--- src/rtl/mano_sequencer_pkg.sv ---
// Shared types and constants for the Mano fetch/execute sequencer.
package mano_sequencer_pkg;

    typedef enum logic [3:0] {
        ST_IDLE,
        ST_PAUSE,
        ST_T0,
        ST_T1,
        ST_T2,
        ST_T3,
        ST_T4,
        ST_T5,
        ST_T6,
        ST_T7,
        ST_HALT,
        ST_ERR
    } state_e;

    localparam logic [1:0] OP_NOP = 2'b00;
    localparam logic [1:0] OP_LDA = 2'b01;
    localparam logic [1:0] OP_MVR = 2'b10;
    localparam logic [1:0] OP_HLT = 2'b11;

    localparam int unsigned MEM_TIMEOUT_DEF = 15;

    function automatic logic is_read(input state_e s);
        return (s == ST_T1) || (s == ST_T4) || (s == ST_T6);
    endfunction

endpackage

--- src/rtl/mano_sequencer_if.sv ---
// Control/status bundle between the sequencer and its datapath.
interface mano_sequencer_if;
    logic       start;
    logic       step_mode;
    logic       step;
    logic [1:0] ir_op;
    logic       mem_ack;
    logic       ctl_mar_pc;
    logic       ctl_mar_mbr;
    logic       ctl_pc_inc;
    logic       ctl_mem_rd;
    logic       ctl_mbr_ld;
    logic       ctl_ir_ld;
    logic       ctl_a_mbr;
    logic       ctl_a_r;
    logic [2:0] t_state;
    logic       running;
    logic       halted;
    logic       mem_err;

    modport master (
        output start, step_mode, step, ir_op, mem_ack,
        input  ctl_mar_pc, ctl_mar_mbr, ctl_pc_inc, ctl_mem_rd,
        input  ctl_mbr_ld, ctl_ir_ld, ctl_a_mbr, ctl_a_r,
        input  t_state, running, halted, mem_err
    );

    modport slave (
        input  start, step_mode, step, ir_op, mem_ack,
        output ctl_mar_pc, ctl_mar_mbr, ctl_pc_inc, ctl_mem_rd,
        output ctl_mbr_ld, ctl_ir_ld, ctl_a_mbr, ctl_a_r,
        output t_state, running, halted, mem_err
    );
endinterface

--- src/rtl/mano_mem_wait.sv ---
// Memory read wait counter; flags completion or timeout of a read step.
module mano_mem_wait
    import mano_sequencer_pkg::*;
#(
    parameter int unsigned TMO = MEM_TIMEOUT_DEF
) (
    input  logic SysClk,
    input  logic rst_n,
    input  logic i_active,
    input  logic i_ack,
    output logic done,
    output logic timeout
);
    logic [3:0] r_cnt;

    // Idle between reads keeps the count at zero for the next read step.
    always_ff @(posedge SysClk or negedge rst_n) begin
        if (!rst_n)
            r_cnt <= 4'd0;
        else if (!i_active || i_ack)
            r_cnt <= 4'd0;
        else
            r_cnt <= r_cnt + 4'd1;
    end

    assign done    = i_active & i_ack;
    assign timeout = i_active & ~i_ack & (r_cnt == 4'(TMO - 1));
endmodule

--- src/rtl/mano_sequencer.sv ---
// Mano-style T-state sequencer: fetch, NOP/MVR/LDA/HLT execute, step mode.
module mano_sequencer
    import mano_sequencer_pkg::*;
#(
    parameter int unsigned MEM_TIMEOUT = MEM_TIMEOUT_DEF
) (
    input  logic               SysClk,
    input  logic               rst_n,
    mano_sequencer_if.slave    bus
);
    state_e r_state;
    state_e w_next;
    state_e w_end;
    logic   w_wait;
    logic   w_done;
    logic   w_tmo;

    assign w_wait = is_read(r_state);
    assign w_end  = bus.step_mode ? ST_PAUSE : ST_T0;

    mano_mem_wait #(.TMO(MEM_TIMEOUT)) u_wait (
        .SysClk  (SysClk),
        .rst_n   (rst_n),
        .i_active(w_wait),
        .i_ack   (bus.mem_ack),
        .done    (w_done),
        .timeout (w_tmo)
    );

    always_ff @(posedge SysClk or negedge rst_n) begin
        if (!rst_n)
            r_state <= ST_IDLE;
        else
            r_state <= w_next;
    end

    always_comb begin
        w_next          = r_state;
        bus.ctl_mar_pc  = 1'b0;
        bus.ctl_mar_mbr = 1'b0;
        bus.ctl_pc_inc  = 1'b0;
        bus.ctl_mem_rd  = 1'b0;
        bus.ctl_mbr_ld  = 1'b0;
        bus.ctl_ir_ld   = 1'b0;
        bus.ctl_a_mbr   = 1'b0;
        bus.ctl_a_r     = 1'b0;
        bus.t_state     = 3'd0;
        bus.running     = 1'b0;
        bus.halted      = 1'b0;
        bus.mem_err     = 1'b0;
        unique case (r_state)
            ST_IDLE: if (bus.start) w_next = ST_T0;
            ST_PAUSE: begin
                bus.running = 1'b1;
                if (bus.step || !bus.step_mode) w_next = ST_T0;
            end
            ST_T0: begin
                bus.running    = 1'b1;
                bus.ctl_mar_pc = 1'b1;
                w_next         = ST_T1;
            end
            ST_T1, ST_T4: begin
                bus.running    = 1'b1;
                bus.t_state    = (r_state == ST_T1) ? 3'd1 : 3'd4;
                bus.ctl_mem_rd = 1'b1;
                // Ack beats the timeout when both land in the same cycle.
                if (w_done) begin
                    bus.ctl_mbr_ld = 1'b1;
                    bus.ctl_pc_inc = 1'b1;
                    w_next = (r_state == ST_T1) ? ST_T2 : ST_T5;
                end else if (w_tmo) begin
                    w_next = ST_ERR;
                end
            end
            ST_T2: begin
                bus.running   = 1'b1;
                bus.t_state   = 3'd2;
                bus.ctl_ir_ld = 1'b1;
                w_next        = ST_T3;
            end
            ST_T3: begin
                bus.running = 1'b1;
                bus.t_state = 3'd3;
                case (bus.ir_op)
                    OP_NOP: w_next = w_end;
                    OP_MVR: begin
                        bus.ctl_a_r = 1'b1;
                        w_next      = w_end;
                    end
                    OP_HLT: w_next = ST_HALT;
                    OP_LDA: begin
                        bus.ctl_mar_pc = 1'b1;
                        w_next         = ST_T4;
                    end
                    default: w_next = ST_T3;
                endcase
            end
            ST_T5: begin
                bus.running     = 1'b1;
                bus.t_state     = 3'd5;
                bus.ctl_mar_mbr = 1'b1;
                w_next          = ST_T6;
            end
            ST_T6: begin
                bus.running    = 1'b1;
                bus.t_state    = 3'd6;
                bus.ctl_mem_rd = 1'b1;
                if (w_done) begin
                    bus.ctl_mbr_ld = 1'b1;
                    w_next         = ST_T7;
                end else if (w_tmo) begin
                    w_next = ST_ERR;
                end
            end
            ST_T7: begin
                bus.running   = 1'b1;
                bus.t_state   = 3'd7;
                bus.ctl_a_mbr = 1'b1;
                w_next        = w_end;
            end
            ST_HALT: begin
                bus.halted = 1'b1;
                if (bus.start) w_next = ST_T0;
            end
            ST_ERR: bus.mem_err = 1'b1;
            default: w_next = ST_IDLE;
        endcase
    end
endmodule

--- src/flat_wrapper.sv ---
// flat-port wrapper written by rule: the top's interface ports become plain ports
module mano_sequencer_flat import mano_sequencer_pkg::*;
#(
    parameter int unsigned MEM_TIMEOUT = MEM_TIMEOUT_DEF
)
  (SysClk, rst_n, bus_start, bus_step_mode, bus_step, bus_ir_op, bus_mem_ack, bus_ctl_mar_pc, bus_ctl_mar_mbr, bus_ctl_pc_inc, bus_ctl_mem_rd, bus_ctl_mbr_ld, bus_ctl_ir_ld, bus_ctl_a_mbr, bus_ctl_a_r, bus_t_state, bus_running, bus_halted, bus_mem_err);
  mano_sequencer_if bus_i ();
  input  logic SysClk;
  input  logic rst_n;
  input wire logic [$bits(bus_i.start)-1:0] bus_start;
  input wire logic [$bits(bus_i.step_mode)-1:0] bus_step_mode;
  input wire logic [$bits(bus_i.step)-1:0] bus_step;
  input wire logic [$bits(bus_i.ir_op)-1:0] bus_ir_op;
  input wire logic [$bits(bus_i.mem_ack)-1:0] bus_mem_ack;
  output wire logic [$bits(bus_i.ctl_mar_pc)-1:0] bus_ctl_mar_pc;
  output wire logic [$bits(bus_i.ctl_mar_mbr)-1:0] bus_ctl_mar_mbr;
  output wire logic [$bits(bus_i.ctl_pc_inc)-1:0] bus_ctl_pc_inc;
  output wire logic [$bits(bus_i.ctl_mem_rd)-1:0] bus_ctl_mem_rd;
  output wire logic [$bits(bus_i.ctl_mbr_ld)-1:0] bus_ctl_mbr_ld;
  output wire logic [$bits(bus_i.ctl_ir_ld)-1:0] bus_ctl_ir_ld;
  output wire logic [$bits(bus_i.ctl_a_mbr)-1:0] bus_ctl_a_mbr;
  output wire logic [$bits(bus_i.ctl_a_r)-1:0] bus_ctl_a_r;
  output wire logic [$bits(bus_i.t_state)-1:0] bus_t_state;
  output wire logic [$bits(bus_i.running)-1:0] bus_running;
  output wire logic [$bits(bus_i.halted)-1:0] bus_halted;
  output wire logic [$bits(bus_i.mem_err)-1:0] bus_mem_err;
  assign bus_i.start = bus_start;
  assign bus_i.step_mode = bus_step_mode;
  assign bus_i.step = bus_step;
  assign bus_i.ir_op = bus_ir_op;
  assign bus_i.mem_ack = bus_mem_ack;
  assign bus_ctl_mar_pc = bus_i.ctl_mar_pc;
  assign bus_ctl_mar_mbr = bus_i.ctl_mar_mbr;
  assign bus_ctl_pc_inc = bus_i.ctl_pc_inc;
  assign bus_ctl_mem_rd = bus_i.ctl_mem_rd;
  assign bus_ctl_mbr_ld = bus_i.ctl_mbr_ld;
  assign bus_ctl_ir_ld = bus_i.ctl_ir_ld;
  assign bus_ctl_a_mbr = bus_i.ctl_a_mbr;
  assign bus_ctl_a_r = bus_i.ctl_a_r;
  assign bus_t_state = bus_i.t_state;
  assign bus_running = bus_i.running;
  assign bus_halted = bus_i.halted;
  assign bus_mem_err = bus_i.mem_err;
  mano_sequencer #(.MEM_TIMEOUT(MEM_TIMEOUT)) u_core (.SysClk(SysClk), .rst_n(rst_n), .bus(bus_i));
endmodule
--- config.mk ---
export PLATFORM = sky130hd
export DESIGN_NAME = mano_sequencer_flat
export DESIGN_NICKNAME = d
export VERILOG_FILES = /design/src/rtl/mano_sequencer_pkg.sv /design/src/rtl/mano_sequencer_if.sv /design/src/rtl/mano_mem_wait.sv /design/src/rtl/mano_sequencer.sv /design/src/flat_wrapper.sv
export SDC_FILE = /design/constraint.sdc
export NUM_CORES = 1
export LEC_CHECK = 0
export ABC_AREA = 1
export BUFFER_PORTS_ARGS = -buffer_cell sky130_fd_sc_hd__buf_2
export CELL_PAD_IN_SITES_DETAIL_PLACEMENT = 1
export CELL_PAD_IN_SITES_GLOBAL_PLACEMENT = 1
export CORE_UTILIZATION = 33
export DETAILED_ROUTE_END_ITERATION = 7
export MAX_ROUTING_LAYER = met4
export PLACE_DENSITY = 0.86
export REMOVE_ABC_BUFFERS = 1
export SLEW_MARGIN = 20
export SYNTH_ARGS = -nofsm -noshare
export SYNTH_HDL_FRONTEND = slang
export SYNTH_HIERARCHICAL = 1
export SYNTH_SLANG_ARGS = --single-unit
--- constraint.sdc ---
create_clock -name SysClk -period 2.1 [get_ports SysClk]
set_input_delay 0.63 -clock SysClk [delete_from_list [all_inputs] [get_ports SysClk]]
set_output_delay 0.63 -clock SysClk [all_outputs]
set_load 0.005 [all_outputs]
==> results.json <==
{
  "outcome": "complete, but fails checks",
  "violations": "negative setup slack",
  "crit_chain": "inv_4, nand2_4, inv_4, nand2_4, nand2_4, inv_4, nand2_4, nand2_2, inv_2, inv_2, nor2_2, buf_2",
  "postRouteWirelength_mm": 3.58,
  "grt_antenna_before_repair": 0,
  "ant_nets": 0,
  "place_congestion": 0.905,
  "worst-slew-pin-transition_ns": 0.278,
  "routed_wire_length_per_instance_um": 18.3,
  "finalSetupViolCount": 4,
  "synth_top_area_cell": "dfrtp_1",
  "clk_pin_slew_worst_paths_ns": 0.05,
  "synth-async-reset-ratio_pct": 100,
  "p_leak_nw": 0.684,
  "utilization_pct": 59.4,
  "groute.usage.overall_pct": 27.3,
  "avgSynthCellArea_um2": 5.95,
  "switching_share_pct": 52.7,
  "yosys.cell_count.top_type": "nand2_1",
  "core-area_um2": 2000,
  "power_per_cell_area_nw_per_um2": 1750,
  "vdd.ir_drop.worst_uv": 918,
  "number_of_cells_traversed_by_the_worst_register_to_register_path": 17,
  "clock_tree_buffer_depth": 2,
  "tritoncts": "yes",
  "comb_power_share_pct": 79.1,
  "worst_slew_margin_rel_pct": 81.2,
  "grt_pass1_vias": 1020,
  "instances_no_fill": 195,
  "via_count": 1038,
  "period_share_pct": 105,
  "critical_path.startpoint_type": "flop",
  "clock_sink_count": 8,
  "ys_dominant_reg_cell": "dfrtp_1",
  "max_freq_mhz": 455,
  "worstSetupPathType": "reg2out",
  "netSwitchingPower_mw": 1.10,
  "grt_setup_unrepaired": "true",
  "max_cap_viol_count": 0,
  "clk-insertion-delay-late_ns": 0.25,
  "detail_route.first_pass.iterations": 4,
  "h-tree-depth": 1,
  "post_layout_worst_setup_margin_ns": -0.0985,
  "worstHoldPathType": "in2async",
  "worst_ep_arrival_time_ns": 1.57,
  "fp.dieW_um": 48.7,
  "synth_area_um2": 719,
  "finalMaxSlewViolations": 0,
  "synthTopCellsByArea": "dfrtp_1, nand2_1, nor2_1",
  "stdcell_area_um2": 1190,
  "diodes": 0,
  "route.detailed.drc": 0,
  "clk_root_buffer_cell": "clkbuf_4",
  "synth_edf_count": 0,
  "register_to_register_setup_slack_ns": 0.08,
  "post_dp_cell_area_um2": 885,
  "first_pass_grt_wire_length_mm": 4.66,
  "cell_internal_power_uw": 987,
  "globalRouteOverflowTotal": 0,
  "die_h_um": 48.7,
  "ys_ff_latch": 8,
  "post_synth_inst_count": 121,
  "critical_path.endpoint_type": "output port",
  "synth_top_area_share_pct": 27.8,
  "dp_hpwl_mm": 1.93,
  "synth-seq-area-share_pct": 27.8,
  "path_common_cell": "nand2_4",
  "crit_startpoint": "u_core/r_state[3]$_DFFE_PN0P_",
  "buffer_ports.inserted": 21,
  "post-place-cells": 173,
  "cts-hold-fix-buffers": 0,
  "number_of_failing_hold_endpoints_at_the_final_stage": 0,
  "timing.critical_path.slowest_cell_delay_ns": 0.45,
  "netlist-cell-type-count": 22,
  "drive_gt1_share_pct": 56.0,
  "power_frac_seq_pct": 15.3,
  "drt_first_iter_violations": 25,
  "netlist_top_cells_count": "nand2_1, nor2_1, inv_1",
  "worst-endpoint-required_ns": 1.47,
  "cts-buffers-inserted": 3,
  "timing.critical_path.fanout_max": 4,
  "boundaryPins": 22,
  "slowest_stage": "dfrtp_2",
  "avgViaCountPerCell": 5.32,
  "preCtsSetupSlack_ns": -0.0143,
  "fillCellCount": 275,
  "std_cell_rows": 16,
  "final_clock_skew_ns": 0.00201,
  "fp.dieArea_um2": 2370,
  "flow.area_growth_from_synthesis_pct": 65.4,
  "yosysWarnings": 6,
  "r2r_start": "u_core/r_state[0]$_DFFE_PN0P_",
  "grt_max_degree": 9,
  "start_util_pct": 35.9,
  "nets": 180,
  "final_period_minus_worst_setup_slack_ns": 2.20,
  "power_frac_clock_pct": 5.6
}
[worst max-delay path: cells and delay by family, from the launching register on]
kind	cells	cell delay, ns
buffers and inverters	6	0.48
and+or+nand+nor	6	0.39
DFF	1	0.45
[power groups by stage]
stage	logic (mW)	registers [mW]	clock network (mW)
2_1_floorplan	0.548	0.271	0
3_3_place_gp	0.874	0.276	0
3_5_place_dp	0.917	0.281	0
4_1_cts	1.28	0.296	0.119
5_1_grt	1.75	0.324	0.127
6_report	1.65	0.319	0.117
[sequential cells by signal (all words and copies together) (netlist names)]
register             flops
u_core/r_state           4
u_core/u_wait/r_cnt      4
[final cells by class]
| class | count | area [um2] | share of cell area, % |
|---|---|---|---|
| Timing Repair Buffer | 45 | 285 | 24.0 |
| Tap cell | 27 | 33.8 | 2.84 |
| Inverter | 21 | 86.3 | 7.26 |
| Sequential cell | 8 | 205 | 17.2 |
| Multi-Input combinational cell | 91 | 557 | 46.8 |
| Clock buffer | 3 | 22.5 | 1.89 |
[final timing paths]
check | to
worst max-delay path | bus_ctl_pc_inc
max in group asynchronous | u_core/r_state[0]$_DFFE_PN0P_
worst min-delay path | u_core/r_state[1]$_DFFE_PN0P_
worst max register to register | u_core/r_state[1]$_DFFE_PN0P_
worst min register to register | u_core/u_wait/r_cnt[0]$_DFF_PN0_
min in group SysClk | u_core/u_wait/r_cnt[0]$_DFF_PN0_
[metal layers]
| layer | part of all wire [%] | GRT usage, % | routed length, um |
|---|---|---|---|
| met1 | 35 | 26.7 | 1270 |
| met2 | 55 | 50.0 | 1950 |
| met3 | 6.5 | 4.72 | 232 |
| met4 | 3.4 | 15.7 | 120 |
| met5 | 0 | - | 0 |
[repair_timing]
item,in CTS,in global routing
setup buffers,15,8
endpoints found under the setup margin,4,12
pin swaps,3,10
gates cloned,0,0
resized for setup,19,30
hold endpoints to repair,0,0
[stage by stage]
| stage | setup TNS (ns) | power [mW] | hold slack (ns) |
|---|---|---|---|
| 2_1_floorplan | 0 | 0.819 | 0.334 |
| 3_3_place_gp | 0 | 1.15 | 0.472 |
| 3_5_place_dp | -0.0143 | 1.20 | 0.479 |
| 4_1_cts | -0.0713 | 1.69 | 0.209 |
| 5_1_grt | -0.501 | 2.20 | 0.217 |
| 6_report | -0.168 | 2.09 | 0.211 |
[layout by cell type (no fill, tap or decap)]
| cell | n |
|---|---|
| nor2_1 | 15 |
| nand2_2 | 7 |
| clkbuf_4 | 3 |
| xnor2_1 | 1 |
| nand2_1 | 25 |
| nand2_4 | 7 |
| o21ai_1 | 2 |
| a21oi_2 | 1 |
| nor2_2 | 8 |
| o21ai_0 | 2 |
| or2_2 | 1 |
| buf_4 | 24 |
| nand3b_1 | 1 |
| dfrtp_2 | 4 |
| inv_2 | 6 |
| nand3_2 | 2 |
| inv_1 | 12 |
| nand3_1 | 7 |
| nand4_1 | 1 |
| nor4_1 | 1 |
| nor2_4 | 5 |
| inv_4 | 3 |
| a21oi_1 | 1 |
| buf_2 | 21 |
| a211oi_4 | 1 |
| dfrtp_1 | 4 |
| o21ai_2 | 1 |
| ha_1 | 2 |
[logic make-up (layout without fill, tap and decap cells)]
family,after synthesis,after routing,share of synthesized area [%]
fa+ha+maj,2,2,3.48
buf+inv,22,69,12.5
flops,8,8,27.8
simple gates,80,80,48.0
compound gates,8,8,6.96
xor+xnor,1,1,1.22
Note: power is estimated with default switching activity, not from simulation.
